<file path="src/rtl/sci_tx_framer_pkg.sv">
// Shared types and constants for the SCI transmit framer.
// State encodings, default header and frame length live here.
package sci_tx_framer_pkg;

    typedef enum logic [2:0] {
        ST_IDLE    = 3'd0,
        ST_LOAD    = 3'd1,
        ST_SEND    = 3'd2,
        ST_WAIT_LO = 3'd3,
        ST_WAIT_HI = 3'd4
    } sci_state_e;

    localparam logic [7:0] SCI_HDR_DEFAULT = 8'hA5;
    localparam int         SCI_FRAME_BYTES = 4;

    typedef logic [1:0] sci_idx_t;

    localparam sci_idx_t SCI_LAST_IDX = sci_idx_t'(SCI_FRAME_BYTES - 1);

    // Frame checksum: 8-bit sum, carries discarded.
    function automatic logic [7:0] sci_checksum(
        input logic [7:0] hdr,
        input logic [7:0] hi,
        input logic [7:0] lo
    );
        return hdr + hi + lo;
    endfunction

endpackage

</file>
<file path="src/rtl/sci_word_fifo.sv">
// Circular word FIFO feeding the SCI framer.
// Reports count/full/empty and a sticky overflow flag.
module sci_word_fifo #(
    parameter int WIDTH = 16,
    parameter int DEPTH = 8
) (
    input  logic                     baud_clk,
    input  logic                     rst_n,
    input  logic                     wr_en,
    input  logic [WIDTH-1:0]         wr_data,
    input  logic                     rd_en,
    output logic [WIDTH-1:0]         rd_data,
    output logic [$clog2(DEPTH):0]   count,
    output logic                     full,
    output logic                     empty,
    output logic                     ovf
);

    localparam int AW = $clog2(DEPTH);
    localparam int CW = AW + 1;

    logic [WIDTH-1:0] mem_q [DEPTH];
    logic [WIDTH-1:0] mem_d [DEPTH];
    logic [AW-1:0]    wr_ptr_q, wr_ptr_d;
    logic [AW-1:0]    rd_ptr_q, rd_ptr_d;
    logic [CW-1:0]    count_q, count_d;
    logic             ovf_q, ovf_d;
    logic             wr_ok;
    logic             rd_ok;

    assign full    = (count_q == CW'(DEPTH));
    assign empty   = (count_q == '0);
    assign wr_ok   = wr_en & ~full;
    assign rd_ok   = rd_en & ~empty;
    assign rd_data = mem_q[rd_ptr_q];
    assign count   = count_q;
    assign ovf     = ovf_q;

    // Next-state for storage, pointers, occupancy and overflow.
    always_comb begin
        mem_d    = mem_q;
        wr_ptr_d = wr_ptr_q;
        rd_ptr_d = rd_ptr_q;
        count_d  = count_q;
        ovf_d    = ovf_q;
        if (wr_ok) begin
            mem_d[wr_ptr_q] = wr_data;
            wr_ptr_d        = wr_ptr_q + AW'(1);
        end
        if (wr_en && full) begin
            ovf_d = 1'b1;
        end
        if (rd_ok) begin
            rd_ptr_d = rd_ptr_q + AW'(1);
        end
        case ({wr_ok, rd_ok})
            2'b10:   count_d = count_q + CW'(1);
            2'b01:   count_d = count_q - CW'(1);
            default: count_d = count_q;
        endcase
    end

    // FIFO state register; reset empties the buffer.
    always_ff @(posedge baud_clk or negedge rst_n) begin
        if (!rst_n) begin
            for (int i = 0; i < DEPTH; i++) begin
                mem_q[i] <= '0;
            end
            wr_ptr_q <= '0;
            rd_ptr_q <= '0;
            count_q  <= '0;
            ovf_q    <= 1'b0;
        end else begin
            mem_q    <= mem_d;
            wr_ptr_q <= wr_ptr_d;
            rd_ptr_q <= rd_ptr_d;
            count_q  <= count_d;
            ovf_q    <= ovf_d;
        end
    end

endmodule

</file>
<file path="src/rtl/sci_tx_framer.sv">
// Wraps each buffered 16-bit word into a 4-byte SCI frame
// and hands the bytes to the UART on a start/ready handshake.
module sci_tx_framer
    import sci_tx_framer_pkg::*;
#(
    parameter int         DEPTH = 8,
    parameter logic [7:0] HDR   = SCI_HDR_DEFAULT
) (
    input  logic                   baud_clk,
    input  logic                   rst_n,
    input  logic                   wr_en,
    input  logic [15:0]            wr_data,
    output logic                   full,
    output logic [$clog2(DEPTH):0] count,
    output logic                   ovf,
    output logic                   busy,
    output logic [7:0]             tx_data,
    output logic                   tx_start,
    input  logic                   tx_ready
);

    sci_state_e  state_q, state_d;
    sci_idx_t    idx_q, idx_d;
    logic [7:0]  hi_q, hi_d;
    logic [7:0]  lo_q, lo_d;
    logic [7:0]  ck_q, ck_d;
    logic [7:0]  tx_data_q, tx_data_d;
    logic        tx_start_q, tx_start_d;
    logic        busy_q, busy_d;
    logic        rd_en;
    logic        fifo_empty;
    logic [15:0] head;

    sci_word_fifo #(
        .WIDTH (16),
        .DEPTH (DEPTH)
    ) u_fifo (
        .baud_clk (baud_clk),
        .rst_n    (rst_n),
        .wr_en    (wr_en),
        .wr_data  (wr_data),
        .rd_en    (rd_en),
        .rd_data  (head),
        .count    (count),
        .full     (full),
        .empty    (fifo_empty),
        .ovf      (ovf)
    );

    function automatic logic [7:0] frame_byte(
        input sci_idx_t   idx,
        input logic [7:0] hi,
        input logic [7:0] lo,
        input logic [7:0] ck
    );
        logic [7:0] b;
        b = ck;
        unique case (idx)
            2'd0: b = HDR;
            2'd1: b = hi;
            2'd2: b = lo;
            2'd3: b = ck;
        endcase
        return b;
    endfunction

    // Frame sequencer; tx_data/tx_start are registered on entry to SEND.
    always_comb begin
        state_d    = state_q;
        idx_d      = idx_q;
        hi_d       = hi_q;
        lo_d       = lo_q;
        ck_d       = ck_q;
        tx_data_d  = tx_data_q;
        tx_start_d = 1'b0;
        rd_en      = 1'b0;
        unique case (state_q)
            ST_IDLE: begin
                if (!fifo_empty && tx_ready) begin
                    state_d = ST_LOAD;
                end
            end
            ST_LOAD: begin
                rd_en      = 1'b1;
                hi_d       = head[15:8];
                lo_d       = head[7:0];
                ck_d       = sci_checksum(HDR, head[15:8], head[7:0]);
                idx_d      = '0;
                tx_data_d  = HDR;
                tx_start_d = 1'b1;
                state_d    = ST_SEND;
            end
            ST_SEND: begin
                state_d = ST_WAIT_LO;
            end
            ST_WAIT_LO: begin
                if (!tx_ready) begin
                    state_d = ST_WAIT_HI;
                end
            end
            ST_WAIT_HI: begin
                if (tx_ready) begin
                    if (idx_q == SCI_LAST_IDX) begin
                        state_d = ST_IDLE;
                    end else begin
                        idx_d      = idx_q + sci_idx_t'(1);
                        tx_data_d  = frame_byte(idx_d, hi_q, lo_q, ck_q);
                        tx_start_d = 1'b1;
                        state_d    = ST_SEND;
                    end
                end
            end
            default: begin
                state_d = ST_IDLE;
            end
        endcase
        busy_d = (state_d != ST_IDLE);
    end

    // Sequencer and output registers; reset abandons any frame.
    always_ff @(posedge baud_clk or negedge rst_n) begin
        if (!rst_n) begin
            state_q    <= ST_IDLE;
            idx_q      <= '0;
            hi_q       <= '0;
            lo_q       <= '0;
            ck_q       <= '0;
            tx_data_q  <= 8'h00;
            tx_start_q <= 1'b0;
            busy_q     <= 1'b0;
        end else begin
            state_q    <= state_d;
            idx_q      <= idx_d;
            hi_q       <= hi_d;
            lo_q       <= lo_d;
            ck_q       <= ck_d;
            tx_data_q  <= tx_data_d;
            tx_start_q <= tx_start_d;
            busy_q     <= busy_d;
        end
    end

    assign tx_data  = tx_data_q;
    assign tx_start = tx_start_q;
    assign busy     = busy_q;

endmodule
</file>
<file path="config.mk">
export PLATFORM = sky130hd
export DESIGN_NAME = sci_tx_framer
export DESIGN_NICKNAME = d
export VERILOG_FILES = /design/src/rtl/sci_tx_framer_pkg.sv /design/src/rtl/sci_word_fifo.sv /design/src/rtl/sci_tx_framer.sv
export SDC_FILE = /design/constraint.sdc
export NUM_CORES = 1
export LEC_CHECK = 0
export ABC_AREA = 1
export BUFFER_PORTS_ARGS = -buffer_cell sky130_fd_sc_hd__buf_4
export CAP_MARGIN = 30
export CORE_MARGIN = 5
export CORE_UTILIZATION = 56
export DETAILED_ROUTE_END_ITERATION = 8
export PLACE_DENSITY = 0.76
export SYNTH_ARGS = -nofsm -noshare
export SYNTH_HDL_FRONTEND = slang
export SYNTH_SLANG_ARGS = --single-unit
</file>
<file path="constraint.sdc">
create_clock -name baud_clk -period 2.7 [get_ports baud_clk]
set_clock_uncertainty 0.2 [all_clocks]
set_input_delay 0.27 -clock baud_clk [delete_from_list [all_inputs] [get_ports baud_clk]]
set_output_delay 0.27 -clock baud_clk [all_outputs]
set_load 0.01 [all_outputs]
</file>
After elaboration in Yosys (flattened, before gate mapping) --
Index checks and enable logic that the tools add are counted.
Storage, ports and cells: bits in registers 178, input port bits 20, logic and storage cells 83
Cells by class: add/subtract/negate cells 7, $lt $le $gt $ge 3, equality and inequality tests 13, muxes and demuxes 23, bitwise logic cells 6, reduce and logical (&&, ||, !) cells 11
Operators by type and width (count):
- 128-bit bitwise mux | 1
- 16-bit binary-select mux with 3-bit select | 1
- 16-bit demux with 3-bit select | 1
- 16-bit two-way mux | 3
- 8-bit case mux with 4 select lines | 1
- 8-bit two-way mux | 2
- 8-bit case mux with 2 select lines | 1
- 3-bit case mux with 5 select lines | 1
- 3-bit two-way mux | 3
- 8-bit adder | 1
- 8-bit adder (first input constant) | 1
- 2-bit == test (second input constant) | 4
- 4-bit greater-or-equal comparator (second input constant) | 2
- 3-bit NOT with 4-bit output | 2
- 4-bit case mux with 2 select lines | 1
- 3-bit by 1-bit adder with 3-bit output (second input constant) | 2
- 3-bit by 2-bit == test with 1-bit output (second input constant) | 2
- 2-bit two-way mux | 3
- 4-bit by 1-bit adder with 4-bit output (second input constant) | 1
- 2-bit by 1-bit == test with 1-bit output (second input constant) | 2
- 4-bit == test (second input constant) | 1
- 4-bit zero test | 1
- 4-bit by 1-bit less-than comparator with 1-bit output (second input constant) | 1
- 2-bit inequality test (second input constant) | 2
- 16 further kinds | 23

Logic depth before layout (Yosys ltp) --
depth in word-level cells 6, mapped depth 19

By module --
Synthesis repeated with hierarchy kept, for this count alone.
Unflattened totals: cell total of the unflattened synthesis 1357, area total of the unflattened synthesis 9923.3 sq um
By module, submodules not included:
- sci_word_fifo | times used 1, cells each 1090, area each 7787.5 sq um, seq. area each 3478.3 sq um
- sci_tx_framer | times used 1, cells each 267, area each 2135.8 sq um, seq. area each 975.9 sq um

Worst setup path before layout --
No wires, ideal clock.
path type reg-to-reg, start register u_fifo.rd_ptr_q[0], end register ck_q[7], arrival time 2552 ps, path slack -169 ps, cell stages (with the launch flop) 19, buffers on the path 3, cell sequence dfrtp_1 buf_4 buf_4 buf_4 nor2_1 o22ai_1 nand2_1 nand2_1 ha_1 ha_1 fa_1 nand4_1 nand3_1 inv_1 nand3_1 nand2_1 nand2_1 nand2_1 nor2_1
RTL lines:
- from (decl) | line sci_word_fifo.sv:25 | logic [AW-1:0] rd_ptr_q, rd_ptr_d;
- from (signal assigned) | line sci_word_fifo.sv:76 | rd_ptr_q <= rd_ptr_d;
- 3-bit NOT with 4-bit output (not written as such) | line sci_word_fifo.sv:35 | assign rd_data = mem_q[rd_ptr_q];
- 16-bit binary-select mux with 3-bit select | line sci_word_fifo.sv:35
- 16-bit two-way mux (not written as such) (2 in series) | line sci_word_fifo.sv:35
- net head[1] | line sci_tx_framer.sv:32 | logic [15:0] head;
- 8-bit adder | line sci_tx_framer_pkg.sv:26 | return hdr + hi + lo;
- to (signal assigned) | line sci_tx_framer.sv:136 | ck_q <= ck_d;
- to (decl) | line sci_tx_framer.sv:26 | logic [7:0] ck_q, ck_d;
The timed path passes the listed nets, and every way through them passes these cells. The select of a mux whose other input is x is not followed. A chain may end at the register's enable or synchronous reset.

Worst setup path in the final report --
start register u_fifo.rd_ptr_q[0], end register ck_q[6]
On the way: cells in the longest elaborated chain, start to end 6
Ends and longest elaborated chain (line):
- 3-bit NOT with 4-bit output (not written as such) (*) | sci_word_fifo.sv:35
- 16-bit binary-select mux with 3-bit select (*) | sci_word_fifo.sv:35
- 16-bit two-way mux (not written as such) (*) (2 in series) | sci_word_fifo.sv:35
- 8-bit adder | sci_tx_framer_pkg.sv:26
- 8-bit adder (*) | sci_tx_framer_pkg.sv:26
Mark *: on every way between the ends. The rest lies on a longest branch, timed or not. The select of a mux whose other input is x is not followed.

==> flow_summary.yaml <==
synthesis:
  yosysWarnings: 0
  synth_cells: 949
  synth_mux_area_share_pct: 0.116
  synth-compound-area-share_pct: 18.9
  yosysUniqueCellTypes: 38
  synth_fa_ha_area_share_pct: 3.64
  synthesis.nets: 993
  synth_top_family_by_area: "compound AO/OA/AOI/OAI gates"
  synth-xor-area-share_pct: 0.911
  ys_seq_elements: 178
  yosys.area_share.simple_pct: 18.0
  yosysSeqAreaShare_pct: 51.5
  synthesis.area_mm2: 0.00865
  avgSynthCellArea_um2: 9.12
sta:
  maxSlewViolCount: 0
  min_period_ns: 2.86
  hold_viol: 0
  rsz0062_at_grt: "yes"
  finalCritPeriodShare_pct: 106
  finalSetupViolations: 3
  whs_ns: 0.00608
  max_slew_margin_pct: 53.6
  fmax_mhz: 350
  tightest_slew_ns: 0.695
  fin_ws_ns: -0.159
grt:
  grt_overflow: 0
  antenna_found_initial: 0
  grt_pass1_wl_um: 33700
  grt_start_max_net_pins: 59
  grt_pass1_vias: 6593
  grt.total_usage_pct: 23.4
min_path:
  whs_path_depth: 3
  min_path_type: "input port to flip-flop"
final_layout:
  area_growth_pct: 17.2
  final_util_pct: 66.7
  diodes: 0
  nets: 1061
  drive_gt1_share_pct: 22.4
  final_common_cell: "nand2_1"
  final_cell_mix: "nand2_1, dfrtp_1, o21ai_0"
setup_path:
  worstPathArrival_ns: 2.97
  path_max_fanout: 20
  critical_path.top_delay_family: "compound AO/OA/AOI/OAI gates"
  rr_worst_depth: 15
  end_kind: "flip-flop"
  start_kind: "flip-flop"
  required_ns: 2.81
  slowest_delay_ns: 0.45
  cp_slowest_cell: "dfrtp_2"
  cp.depth: 15
  cp_num_buf_inv: 3
  crit_chain: "inv_4 -> buf_12 -> o21ai_0 -> o221ai_1 -> o21ai_2 -> ha_1 -> inv_2 -> ha_1 -> a21oi_1 -> nand2_1 -> nand2_1 -> nand2_1 -> a21oi_2 -> xor2_1 -> o21ai_1"
  timing.setup.critical_path_class: "flip-flop to flip-flop"
  critPathMostFrequentCell: "nand2_1"
detailed_routing:
  drt_iter0_drc: 520
  vias: 6867
  wl_um: 20200
  ant_nets: 0
  wire_per_inst_um: 16.6
  drc: 0
  first_pass_iters: 6
  vias_per_cell: 5.64
floorplanning:
  initial_core_util_pct: 56.9
  row_count: 45
  ios: 36
  dieArea_mm2: 0.0180
  core_area_mm2: 0.0152
  die_y_um: 134
  die_width_um: 134
run:
  cap_viol_max_count: 0
power:
  power_density_mw_per_mm2: 1520
  ir_worst_vdd_v: 0.000874
  p_leak_nw: 4.82
run_status:
  status: "complete, but fails checks"
  failed_checks: "setup timing"
clock_network:
  cts.clk_slew.worst_paths_ns: 0.07
  clockRootBuffer: "clkbuf_16"
  cts_sinks: 178
  cts_tree: "built"
  clock_path_buffers: 2
  clkLatencyLatePin_ns: 0.44
  cts_buffers: 17
  htree_levels: 4
placement:
  finalWeightedCongestion: 0.825
  dp_hpwl_um: 12900
  io_buffers: 35
  place_ws_ns: -0.194
## timing repair
item	4_1_cts	5_1_grt
hold buffers	3	0
endpoints found under the setup margin	5	7
resized for setup	25	19
pin swaps	4	4
buffers inserted	3	3
hold endpoints to repair	53	0
gates cloned	0	1
## Yosys cell counts, drive strengths merged
library cell  count  area share (%)
a211oi            1           0.087
a21o              1            0.10
a21oi             8            0.46
a22o              3            0.30
a31oi            14             1.0
buf              42             3.9
clkbuf           14            0.61
dfrtp           178              51
fa                2            0.46
ha               22             3.2
inv              55             2.4
mux2i             1            0.12
nand2           226              10
nand3            26             1.5
nand3b            1           0.087
nand4             9             1.7
nor2             88             4.0
nor3              4            0.49
o21a              1           0.087
o21ai           213              15
o221ai            6            0.61
o22ai            23             1.7
or2               2            0.14
xnor2             2            0.20
xor2              7            0.71
## path summary, 6_finish.rpt
path,from,end,slack [ns]
setup / recovery,u_fifo.rd_ptr_q[0]$_DFFE_PN0P_,ck_q[6]$_DFFE_PN0P_,-0.16
hold / removal,wr_data[5],u_fifo.mem_q[53]$_DFFE_PN0P_,0.006
setup reg to reg,u_fifo.rd_ptr_q[0]$_DFFE_PN0P_,ck_q[6]$_DFFE_PN0P_,-0.16
hold reg to reg,u_fifo.ovf$_DFFE_PN0P_,u_fifo.ovf$_DFFE_PN0P_,0.26
max in group asynchronous,rst_n,u_fifo.mem_q[29]$_DFFE_PN0P_,1.44
min in group asynchronous,rst_n,busy$_DFF_PN0_,0.14
## through the flow
| step | area [µm²] | TNS, ns | instances | total power (W) |
|---|---|---|---|---|
| after detailed placement | 9300 | -0.511 | 1176 | 0.0119 |
| after global routing | 10100 | -1.13 | 1217 | 0.0166 |
| after CTS | 10000 | -0.122 | 1213 | 0.0148 |
| after global placement | 9300 | -0.311 | 1176 | 0.0116 |
| after floorplan | 8690 | -0.0423 | 949 | 0.00949 |
| final | 10100 | -0.412 | 1217 | 0.0154 |
## per-layer routing
metal / up-vias / GRT usage, % / wire, µm
met1: 3258 / 33.3 / 9320
met3: 35 / 5.63 / 1260
met5: - / 0 / 0
met2: 249 / 35.7 / 9240
li1: 3325 / - / -
met4: 0 / 7.13 / 373
## registers in the layout, indices dropped and copies added, names as in the netlist
register / count
u_fifo.mem_q: 128
ck_q: 8
hi_q: 8
lo_q: 8
tx_data: 8
u_fifo.count: 4
state_q: 3
u_fifo.rd_ptr_q: 3
u_fifo.wr_ptr_q: 3
idx_q: 2
busy: 1
tx_start: 1
u_fifo.ovf: 1
## cells by family (layout without fill, tap and decap cells)
family | count (synthesis) | after routing
AND/OR/NAND/NOR | 356 | 356
AO/OA/AOI/OAI | 270 | 270
flip-flops | 178 | 178
buffers and inverters | 111 | 191
adder cells (fa/ha/maj) | 24 | 24
XOR/XNOR | 9 | 9
multiplexers | 1 | 1
## worst register-to-register path, stage by stage, from the launching register on
cell,delay [ns]
dfrtp_2,0.45
inv_4,0.14
buf_12,0.17
o21ai_0,0.10
o221ai_1,0.20
o21ai_2,0.13
ha_1,0.31
inv_2,0.05
ha_1,0.20
a21oi_1,0.14
nand2_1,0.11
nand2_1,0.10
nand2_1,0.08
a21oi_2,0.13
xor2_1,0.15
o21ai_1,0.08
## area by class of cell
type                    instances  area, µm²
clock inverters                13        159
clock buffers                  18        429
repair buffers                105        916
flip-flops and latches        178       4460
well taps                     188        235
inverters                      55        209
fillers                      1193       5060
multi-input cells             660       3740
## power by group
part / internal [W] / switching [W]
sequential: 0.00387 / 0.000796
clock: 0.00145 / 0.00106
combinational: 0.00374 / 0.00449
Note: power is estimated with default switching activity, not from simulation.
